--- src/rtl/layer_scheduler.sv ---
// LeNet feature-extraction sequencer: C1 conv -> S2 pool -> C3 conv -> S4 pool.
// Optional per-layer cycle counter under `LAYER_PERF_EN.
module layer_scheduler #(
  parameter int              NUM_LAYERS = 4,
  parameter int              TO_W       = 20,
  parameter logic [TO_W-1:0] TO_LIMIT   = 20'hFFFFF
) (
  input  logic       clk,
  input  logic       rst_n,
  input  logic       start,
  input  logic       abort,
  output logic       conv_enable,
  input  logic       conv_end,
  output logic       pool_enable,
  input  logic       pool_end,
  output logic [7:0] size_act,
  output logic [7:0] size_kernel,
  output logic [7:0] number_feature,
  output logic       bank_sel,
  output logic [1:0] layer_idx,
  output logic       busy,
  output logic       done,
  output logic       error
`ifdef LAYER_PERF_EN
  ,
  output logic [31:0] layer_cycles,
  output logic        layer_cycles_vld
`endif
);

  typedef enum logic [2:0] {
    S_IDLE,
    S_LOAD,
    S_KICK,
    S_WAIT,
    S_NEXT,
    S_FIN,
    S_ERR
  } state_t;

  state_t          r_state;
  state_t          w_next;
  logic [TO_W-1:0] r_wd;
  logic [7:0]      r_act;
  logic [7:0]      r_kern;
  logic [7:0]      r_feat;
  logic            r_bank;
  logic [1:0]      r_idx;

  logic [7:0]      w_act;
  logic [7:0]      w_kern;
  logic [7:0]      w_feat;
  logic            w_conv;
  logic            w_end;
  logic            w_last;
  logic            w_to_idle;

  always_comb begin
    w_conv = 1'b0;
    w_act  = 8'd0;
    w_kern = 8'd0;
    w_feat = 8'd0;
    unique case (r_idx)
      2'd0: begin w_conv = 1'b1; w_act = 8'd32; w_kern = 8'd5; w_feat = 8'd6;  end
      2'd1: begin w_conv = 1'b0; w_act = 8'd28; w_kern = 8'd2; w_feat = 8'd6;  end
      2'd2: begin w_conv = 1'b1; w_act = 8'd14; w_kern = 8'd5; w_feat = 8'd16; end
      2'd3: begin w_conv = 1'b0; w_act = 8'd10; w_kern = 8'd2; w_feat = 8'd16; end
    endcase
  end

  // only the unit that was kicked may end the layer
  assign w_end  = w_conv ? conv_end : pool_end;
  assign w_last = (r_idx == 2'(NUM_LAYERS - 1));

  always_comb begin
    w_next = r_state;
    unique case (r_state)
      S_IDLE: if (start) w_next = S_LOAD;
      S_LOAD: w_next = S_KICK;
      S_KICK: w_next = S_WAIT;
      S_WAIT: begin
        if (w_end)                 w_next = S_NEXT;
        else if (r_wd == TO_LIMIT) w_next = S_ERR;
      end
      S_NEXT: w_next = w_last ? S_FIN : S_LOAD;
      S_FIN:  w_next = S_IDLE;
      S_ERR:  w_next = S_ERR;
      default: w_next = S_IDLE;
    endcase
    if (abort) w_next = S_IDLE;
  end

  assign w_to_idle = (r_state != S_IDLE) && (w_next == S_IDLE);

  always_ff @(posedge clk or negedge rst_n) begin
    if (!rst_n) begin
      r_state <= S_IDLE;
      r_wd    <= '0;
      r_act   <= 8'd0;
      r_kern  <= 8'd0;
      r_feat  <= 8'd0;
      r_bank  <= 1'b0;
      r_idx   <= 2'd0;
    end else begin
      r_state <= w_next;
      if (r_state == S_IDLE && w_next == S_LOAD) begin
        r_idx  <= 2'd0;
        r_bank <= 1'b0;
      end
      if (r_state == S_NEXT && w_next == S_LOAD) begin
        r_idx  <= r_idx + 2'd1;
        r_bank <= ~r_bank;
      end
      if (r_state == S_LOAD && w_next == S_KICK) begin
        r_act  <= w_act;
        r_kern <= w_kern;
        r_feat <= w_feat;
      end
      if (w_to_idle) begin
        r_act  <= 8'd0;
        r_kern <= 8'd0;
        r_feat <= 8'd0;
      end
      if (r_state == S_KICK)      r_wd <= '0;
      else if (r_state == S_WAIT) r_wd <= r_wd + 1'b1;
    end
  end

  assign conv_enable    = (r_state == S_KICK) &  w_conv;
  assign pool_enable    = (r_state == S_KICK) & ~w_conv;
  assign size_act       = r_act;
  assign size_kernel    = r_kern;
  assign number_feature = r_feat;
  assign bank_sel       = r_bank;
  assign layer_idx      = r_idx;
  assign busy           = (r_state != S_IDLE);
  assign done           = (r_state == S_FIN);
  assign error          = (r_state == S_ERR);

`ifdef LAYER_PERF_EN
  logic [31:0] r_cyc;
  logic [31:0] r_lc;
  logic        r_vld;

  always_ff @(posedge clk or negedge rst_n) begin
    if (!rst_n) begin
      r_cyc <= 32'd0;
      r_lc  <= 32'd0;
      r_vld <= 1'b0;
    end else begin
      r_vld <= 1'b0;
      if (r_state == S_KICK)
        r_cyc <= 32'd1;
      else if (r_state == S_WAIT && r_cyc != 32'hFFFFFFFF)
        r_cyc <= r_cyc + 32'd1;
      if (r_state == S_NEXT && !abort) begin
        r_lc  <= r_cyc;
        r_vld <= 1'b1;
      end
    end
  end

  assign layer_cycles     = r_lc;
  assign layer_cycles_vld = r_vld;
`endif

endmodule

--- config.mk ---
export PLATFORM = sky130hd
export DESIGN_NAME = layer_scheduler
export DESIGN_NICKNAME = d
export VERILOG_FILES = /design/src/rtl/layer_scheduler.sv
export SDC_FILE = /design/constraint.sdc
export NUM_CORES = 1
export LEC_CHECK = 0
export CELL_PAD_IN_SITES_DETAIL_PLACEMENT = 0
export CELL_PAD_IN_SITES_GLOBAL_PLACEMENT = 1
export CORE_MARGIN = 2
export CORE_UTILIZATION = 36
export DETAILED_ROUTE_END_ITERATION = 10
export PLACE_DENSITY_LB_ADDON = 0.1
export SLEW_MARGIN = 20
export SYNTH_ARGS = -nofsm -noshare
export SYNTH_HDL_FRONTEND = slang
export SYNTH_SLANG_ARGS = --single-unit
--- constraint.sdc ---
create_clock -name clk -period 1.9 [get_ports clk]
set_input_delay 0.38 -clock clk [delete_from_list [all_inputs] [get_ports clk]]
set_output_delay 0.38 -clock clk [all_outputs]
set_load 0.05 [all_outputs]
==> results.yml, run 1 <==
detailed_routing:
  drt_iter0_drc: 60
  ant_nets: 0
  num_vias: 1912
  via_per_inst: 5.24
  post-route-drc-count: 0
  postRouteWirelength_mm: 5.33
  drt_first_pass_iters: 4
  wire_per_inst_um: 14.6
setup_path:
  cp.required_ps: 1520
  reg2reg_from: "r_wd[0]"
  rrSetupSlack_ps: 140
  worst_path_max_delay_cell: "dfrtp_1"
  r2r_end: "r_wd[14]"
  cp-end-kind: "output port"
  path_cells: "inv_2 > ha_4 > nor2_2 > buf_4 > nor2_2 > buf_12"
  crit_path_start_kind: "flop"
  reg2reg_depth: 5
  crit_type: "flop to output port"
  crit_top_cell: "nor2_2"
  max_stage_delay_ps: 440
  critPathArrivalTime_ps: 1490
  crit_fanout: 3
clock_tree:
  cts.sinks: 35
  cts.htree.levels: 2
  numCtsBuffers: 5
  cts_root_buf: "clkbuf_8"
  clkLatencyLatePin_ps: 290
  cts_tree: "done"
  clk_pin_slew_ps: 70
  clockBufferDepth: 2
yosys:
  netlist.area_leader.share: 0.406
  synth_mux_area_frac: 0.0145
  syn_avg_cell_area_um2: 8.81
  yosysWarnings: 0
  synthAdderAreaFrac: 0.0290
  synth_area_um2: 2160
  synth_xor_area_frac: 0.0243
  synth_top_family_by_area: "simple AND/OR/NAND/NOR gates"
  synthSimpleGateAreaFrac: 0.245
  synth_top_area_cell: "dfrtp_1"
  synthDistinctLibCells: 48
  ys_ff_latch: 35
  synth-compound-area-share: 0.190
  ys_seq_area_frac: 0.406
  synthTopCellsByArea: "dfrtp_1 41%, buf_4 5.2%, nand2_1 4.9%"
  synthCells: 245
floorplan:
  start_util: 0.369
  fp.dieW_um: 81.4
  pin_count: 38
  coreArea_um2: 5850
  die_area_um2: 6630
  core.rowCount: 28
  dieHeight_um: 81.4
power:
  p_leak_uw: 0.00118
  sequentialPowerShare: 0.381
  combPwrFrac: 0.404
  pwr-share-clk: 0.215
  power_density_nw_per_um2: 904
  power.switching_uw: 1060
  p_sw_frac: 0.425
  internal_power_uw: 1440
  ir_worst_vdd_mv: 0.704
worst_hold_path:
  hp-class: "input pin to async pin"
sta:
  rsz0062_at_grt: "yes"
  fin_crit_sh: 0.983
  hold_violations: 0
  min_period_ps: 1870
  timing.fmax_mhz: 536
  slew_violations: 0
  setup_viol: 0
  skew_ps: 9.16
  worst_pin_slew_ps: 651
  slew-limit-headroom: 0.565
grt:
  grt_pass1_wl_mm: 9.21
  antenna_found_initial: 0
  grt_max_degree: 21
  grt_pass1_vias: 1919
  overflow: 0
  grt_use_total: 0.182
layout:
  final_cells: 365
  area_delta_synth_final_pct: 28.0
  drive_gt1_frac: 0.269
  final_util: 0.472
  diodes: 0
  fin_nets: 300
placed_design:
  dpl.hpwl_mm: 3.84
  io_buffers: 24
  gp_congestion: 0.745
  placedCellCount: 353
run:
  drv_cap: 0
status:
  status: "finished clean"
-- per-stage QoR --
step / power [µW] / cell area, µm² / setup TNS, ps / setup WS (ps) / hold slack, ps
finish: 2500 / 2760 / 0 / 32.8 / 14.4
global route: 2670 / 2760 / -76.2 / -28.0 / 35.8
CTS: 2510 / 2710 / -8.80 / -7.21 / 26.3
detailed placement: 1960 / 2580 / -131 / -28.6 / 342
global placement: 1960 / 2580 / 0 / 13.7 / 343
floorplan: 1700 / 2220 / -215 / -172 / 84.4
-- layer usage --
metal	track usage	wire (µm)	up-vias
met4	0.0678	59	0
met2	0.302	2620	44
met5	0	0	-
met3	0.0374	201	6
li1	-	-	952
met1	0.234	2440	910
-- worst max-delay path by stage --
stage / start / to / slack (ps) / cells after the start
after floorplan: r_state[1] / conv_enable / -170 / 3
after global routing: r_state[1] / conv_enable / -30 / 3
final: layer_idx[1] / pool_enable / 30 / 6
after global placement: abort / size_kernel[1] / 10 / 4
after CTS: r_state[2] / conv_enable / -7 / 3
after detailed placement: abort / size_kernel[1] / -30 / 4
-- power by group through the flow --
stage	clock (µW)	combinational, µW	sequential (µW)
floorplan	0	463	1230
global placement	0	995	965
detailed placement	0	999	963
CTS	554	1000	951
global route	599	1090	976
finish	537	1010	951
-- critical path, delay by kind of cell, from the launching register on --
family                     cells  cell delay [ps]
DFF                            1              440
buffers and inverters          3              400
and+or+nand+nor                2              200
adders and majority gates      1              160
-- cells in the mapped netlist, drive strengths merged --
cell / instances
o21a: 1
or3b: 2
nor3: 7
xor2: 3
conb: 1
a22oi: 9
buf: 18
or3: 6
o32a: 1
a2bb2oi: 3
and4: 2
a31o: 2
and2b: 1
ha: 5
nand4: 6
clkbuf: 9
o2bb2ai: 3
o211ai: 1
a211oi: 1
o31ai: 2
or4: 2
a41o: 1
o221ai: 1
mux2i: 2
a31oi: 2
nand3b: 1
o41ai: 1
and3b: 1
nor2: 19
nand2b: 2
and3: 1
nor2b: 6
inv: 5
a22o: 3
nand2: 28
a21oi: 9
a221oi: 1
nor4: 4
mux2: 1
o21ai: 21
xnor2: 3
nand3: 13
dfrtp: 35
-- flip-flops by register name, indices dropped and copies added, names as in the netlist --
name	cells
size_act	5
number_feature	2
layer_idx	2
bank_sel	1
size_kernel	2
r_state	3
r_wd	20
-- cells in the final DEF, fill, tap and decap left out, types with 6 or more instances in the layout --
master   netlist  layout
buf_4         15      38
dfrtp_1       35      34
nand2_1       28      28
o21ai_0       21      21
nor2_1        19      16
conb_1         1      13
nand3_1       12      12
a21oi_1        9       9
a22oi_1        9       9
nor2b_1        6       6
buf_12         0       6
-- layout make-up --
cell class                 instances  area (µm²)
sequential                        35         877
clock buffer                       5        68.8
timing repair buffer              52         483
clock inverter                     3        15.0
multi-input combinational        190        1200
tap                               75        93.8
inverter                           5        26.3
fill                             563        3090
-- what timing repair did --
item                                    4_1_cts  5_1_grt
setup buffers                                 1        3
hold buffers                                  0        0
resized for setup                             9        7
endpoints found under the setup margin        2        7
pin swaps                                     0        1
-- logic make-up (layout without fill, tap and decap cells) --
| group | count (synthesis) | in the layout |
|---|---|---|
| AND/OR/NAND/NOR | 101 | 101 |
| AO/OA/AOI/OAI | 62 | 62 |
| flip-flops | 35 | 35 |
| buffers and inverters | 32 | 65 |
| XOR/XNOR | 6 | 6 |
| adder cells (fa/ha/maj) | 5 | 5 |
| multiplexers | 3 | 3 |
| other | 1 | 13 |
No activity file was read; power rests on OpenSTA's default activity.
==> run 2: changes to the inputs <==
--- a/config.mk
+++ b/config.mk
@@ -7,7 +7,6 @@
 export LEC_CHECK = 0
 export CELL_PAD_IN_SITES_DETAIL_PLACEMENT = 0
 export CELL_PAD_IN_SITES_GLOBAL_PLACEMENT = 1
-export CORE_MARGIN = 2
 export CORE_UTILIZATION = 36
 export DETAILED_ROUTE_END_ITERATION = 10
 export PLACE_DENSITY_LB_ADDON = 0.1
==> run 2 against run 1 <==
  * Clock power rose by 50%
  * Via count rose by 2.2%
  * Largest power group unchanged
  * Count of clock-buffer cells in the layout rose by 1
  * Register-to-register slack barely moved
  * Wire length rose by 0.32%
  * Sequential share of layout area fell by 1.2 points
==> results.yml, run 2 (synthesis results as in run 1) <==
detailed_routing:
  drt_iter0_drc: 145
  num_vias: 1955
  wire_per_inst_um: 14.4
  postRouteWirelength_mm: 5.34
  via_per_inst: 5.28
  ant_nets: 0
  post-route-drc-count: 0
  drt_first_pass_iters: 4
setup_path:
  cp_top_family: "flip-flops"
  path_cells: "buf_4 > ha_4 > nor2_4 > buf_6 > nor2_4 > buf_12"
  max_stage_delay_ps: 440
  crit_top_cell: "nor2_4"
  crit_fanout: 3
  worst_path_max_delay_cell: "dfrtp_2"
  crit_buf_inv: 3
  critPathArrivalTime_ps: 1470
  cp-end-kind: "output port"
  crit_path_start_kind: "flop"
  crit_cells: 6
  cp.required_ps: 1520
  crit_type: "flop to output port"
  reg2reg_depth: 5
run:
  drv_cap: 0
floorplan:
  start_util: 0.383
  coreArea_um2: 5640
  fp.dieW_um: 79.4
  pin_count: 38
  dieHeight_um: 79.4
  die_area_um2: 6310
  core.rowCount: 27
grt:
  use_met2: 0.317
  grt_max_degree: 21
  overflow: 0
  use_met1: 0.255
  grt_use_total: 0.192
  top_usage_layer: "met2"
  use_met3: 0.0343
  grt_pass1_vias: 1890
  grt_pass1_wl_mm: 9.30
  antenna_found_initial: 0
power:
  combPwrFrac: 0.366
  ir_worst_vdd_mv: 0.773
  power_density_nw_per_um2: 969
  p_leak_uw: 0.00124
  internal_power_uw: 1720
  pwr-share-clk: 0.290
  sequentialPowerShare: 0.344
  p_sw_frac: 0.383
  power.switching_uw: 1070
layout:
  seqCellArea_um2: 880
  final_cells: 370
  area_delta_synth_final_pct: 33.2
  most-common-layout-cells: "46 x buf_4, 32 x dfrtp_1, 28 x nand2_1"
  layout_commonest_cell: "buf_4"
  drive_gt1_frac: 0.292
  fin_nets: 308
  fillCellCount: 522
  diodes: 0
  top_register: "r_wd"
  multi_input_area_um2: 1210
  largest_register_ffs: 20
sta:
  slew-limit-headroom: 0.545
  skew_ps: 10.8
  hold_violations: 0
  timing.fmax_mhz: 540
  setup_viol: 0
  fin_crit_sh: 0.975
  rsz0062_at_grt: "yes"
  slew_violations: 0
  setup_tns_ps: 0
  min_period_ps: 1850
  worst_pin_slew_ps: 681
clock_tree:
  numCtsBuffers: 5
  cts.htree.levels: 2
  clk_pin_slew_ps: 80
  cts_tree: "done"
  cts_root_buf: "clkbuf_8"
  cts.sinks: 35
  clkLatencyLatePin_ps: 290
  cts_hold_buf: 0
  clockBufferDepth: 2
placed_design:
  io_buffers: 24
  gp_congestion: 0.755
  placedCellCount: 353
  dpl.hpwl_mm: 3.85
status:
  status: "finished clean"
worst_hold_path:
  hp-class: "input pin to async pin"
## run 2: cell count changes in the layout (fill, tap and decap cells not counted), moves of 2 or more
cell       previous run  this run
clkinv_2              3         0
dfrtp_1              34        32
bufinv_16             0         2
nor2_4                0         2
buf_4                38        46
dfrtp_2               1         3
nor2_2                3         1
## run 2: area by class of cell
cell class	count	area share
Clock buffer	6	0.0252
Tap cell	72	0.0313
Timing Repair Buffer	60	0.186
Sequential cell	35	0.306
Multi-Input combinational cell	190	0.422
Inverter	5	0.00914
Clock inverter	2	0.0209
## run 2: through the flow
| step | area [µm²] | setup slack (ps) | util | power [µW] | hold WS (ps) |
|---|---|---|---|---|---|
| after global placement | 2590 | -11.8 | 0.459 | 1960 | 336 |
| after global routing | 2880 | -10.1 | 0.510 | 2940 | 27.9 |
| final | 2880 | 47.8 | 0.510 | 2790 | 4.12 |
| after CTS | 2780 | 6.18 | 0.492 | 2780 | 16.8 |
| after floorplan | 2220 | -172 | - | 1700 | 84.4 |
| after detailed placement | 2590 | -77.2 | 0.459 | 1960 | 338 |
## run 2: final timing paths
path,startpoint,endpoint,slack (ps)
worst max-delay path,layer_idx[0],pool_enable,50
worst min-delay path,rst_n,r_wd[6],4
worst max register to register,r_wd[1],r_wd[16],150
worst min register to register,bank_sel,bank_sel,490
max in group asynchronous,rst_n,r_state[1],1370
min in group clk,bank_sel,bank_sel,490
## run 2: layer usage
| metal | up-vias | wire length [µm] |
|---|---|---|
| met3 | 6 | 136 |
| met1 | 946 | 2520 |
| met4 | 0 | 54 |
| met5 | - | 0 |
| li1 | 967 | - |
| met2 | 36 | 2630 |
## run 2: power groups by stage
stage	combinational [µW]	sequential (µW)	clock, µW
5_1_grt	1090	983	861
3_3_place_gp	995	966	0
3_5_place_dp	997	967	0
4_1_cts	1000	955	826
2_1_floorplan	463	1230	0
6_report	1020	959	808
## run 2: what timing repair did
action,4_1_cts,5_1_grt
pin swaps,1,2
buffers inserted,4,5
endpoints found under the setup margin,2,7
resized for setup,5,16
==> run 3: changes to the inputs <==
--- a/config.mk
+++ b/config.mk
@@ -10,6 +10,7 @@
 export CORE_UTILIZATION = 36
 export DETAILED_ROUTE_END_ITERATION = 10
 export PLACE_DENSITY_LB_ADDON = 0.1
+export SKIP_CTS_REPAIR_TIMING = 1
 export SLEW_MARGIN = 20
 export SYNTH_ARGS = -nofsm -noshare
 export SYNTH_HDL_FRONTEND = slang
==> run 3 against run 2 <==
  * Critical path depth stayed put
  * Core utilization is 0.71 points lower
  * Final cell count down 1.1%
  * Clock power about the same
  * Count of clock-buffer cells in the layout stayed put
  * Flip-flop and latch count unchanged
  * Hold slack better by 6.1 ps
  * First-iteration DRC count rose by 9.7%
  * Global-route usage is 0.15 points lower
  * Clock skew down 1.8 ps
  * Largest power group unchanged
==> results.yml, run 3 (synthesis results as in run 1) <==
status:
  status: "finished clean"
detailed_routing:
  highest_layer: "met4"
  num_vias: 1929
  wire_per_inst_um: 14.5
  drt_iter0_drc: 159
  wl_met2_mm: 2.54
  via_per_inst: 5.27
  postRouteWirelength_mm: 5.30
  met3_length_um: 122
  drt_first_pass_iters: 4
  post-route-drc-count: 0
  wl_met1_mm: 2.58
  ant_nets: 0
setup_path:
  crit_buf_inv: 3
  worst_path_max_delay_cell: "dfrtp_2"
  crit_fanout: 3
  crit_type: "flop to output port"
  cp-end-kind: "output port"
  max_stage_delay_ps: 440
  crit_path_start_kind: "flop"
  cp.required_ps: 1520
  cp_top_family: "flip-flops"
  path_cells: "buf_12 > ha_4 > nor2_2 > buf_4 > nor2_2 > buf_12"
  critPathArrivalTime_ps: 1490
  rrSetupSlack_ps: 150
sta:
  setup_tns_ps: 0
  hold_violations: 0
  skew_ps: 8.94
  timing.fmax_mhz: 535
  rsz0062_at_grt: "yes"
  worst_pin_slew_ps: 696
  slew_violations: 0
  slew-limit-headroom: 0.535
  min_period_ps: 1870
  fin_crit_sh: 0.984
  setup_viol: 0
floorplan:
  dieHeight_um: 79.4
  fp.dieW_um: 79.4
  coreArea_um2: 5640
  core.rowCount: 27
  pin_count: 38
  die_area_um2: 6310
  start_util: 0.383
power:
  p_sw_frac: 0.385
  p_leak_uw: 0.00122
  pwr-share-clk: 0.291
  ir_worst_vdd_mv: 0.774
  combPwrFrac: 0.364
  sequentialPowerShare: 0.345
  power.switching_uw: 1070
  internal_power_uw: 1710
  power_density_nw_per_um2: 982
layout:
  top_register: "r_wd"
  fillCellCount: 526
  layout_commonest_cell: "buf_4"
  area_delta_synth_final_pct: 31.4
  final_util: 0.503
  largest_register_ffs: 20
  diodes: 0
  most-common-layout-cells: "43 x buf_4, 33 x dfrtp_1, 28 x nand2_1"
  drive_gt1_frac: 0.279
  fin_nets: 304
grt:
  grt_pass1_wl_mm: 9.23
  overflow: 0
  antenna_found_initial: 0
  grt_use_total: 0.190
  grt_pass1_vias: 1858
  grt_max_degree: 21
clock_tree:
  clkLatencyLatePin_ps: 290
  cts.sinks: 35
  clockBufferDepth: 2
  numCtsBuffers: 5
  cts_root_buf: "clkbuf_8"
  clk_pin_slew_ps: 80
  cts_tree: "done"
  cts.htree.levels: 2
worst_hold_path:
  hp-class: "input pin to async pin"
run:
  drv_cap: 0
placed_design:
  io_buffers: 24
  dpl.hpwl_mm: 3.85
  gp_congestion: 0.755
[run 3: final cells by class]
type	instances	area [µm²]	area share
inverters	5	26.3	0.00927
clock inverters	2	60.1	0.0212
clock buffers	6	72.6	0.0256
well taps	72	90.1	0.0318
multi-input cells	190	1200	0.423
repair buffers	56	509	0.180
flip-flops and latches	35	878	0.310
[run 3: path summary, 6_finish.rpt]
kind,startpoint,end,cells after the start
worst min-delay path,rst_n,r_wd[6],1
worst max-delay path,layer_idx[0],pool_enable,6
worst max register to register,r_wd[0],r_wd[16],5
max in group asynchronous,rst_n,r_state[1],2
worst min register to register,bank_sel,bank_sel,1
min in group clk,bank_sel,bank_sel,1
[run 3: power groups by stage]
stage | Combinational [µW] | Sequential (µW) | Clock (µW)
floorplan | 463 | 1230 | 0
global route | 1090 | 983 | 859
detailed placement | 997 | 967 | 0
finish | 1010 | 960 | 811
CTS | 999 | 955 | 826
global placement | 995 | 966 | 0
[run 3: per-stage QoR]
stage          power, µW  std cells  instance area [µm²]  setup WS, ps  hold WS (ps)
2_1_floorplan       1700        257                 2220          -172          84.4
3_3_place_gp        1960        353                 2590         -11.8           336
3_5_place_dp        1960        353                 2590         -77.2           338
4_1_cts             2780        361                 2720          -165          16.8
5_1_grt             2930        366                 2840         -35.6          27.9
6_report            2780        366                 2840          29.9          10.2
[run 3: per-layer routing]
layer,track usage,up-vias
met3,0.0343,6
met5,0,-
li1,-,958
met2,0.311,32
met1,0.256,933
met4,0.0545,0
[run 3: worst register-to-register path: stages, from the launching register on]
cell and delay, ps:
dfrtp_1 400, ha_4 170, nand3_4 80, or4_4 570, or3_1 320, a21oi_1 150
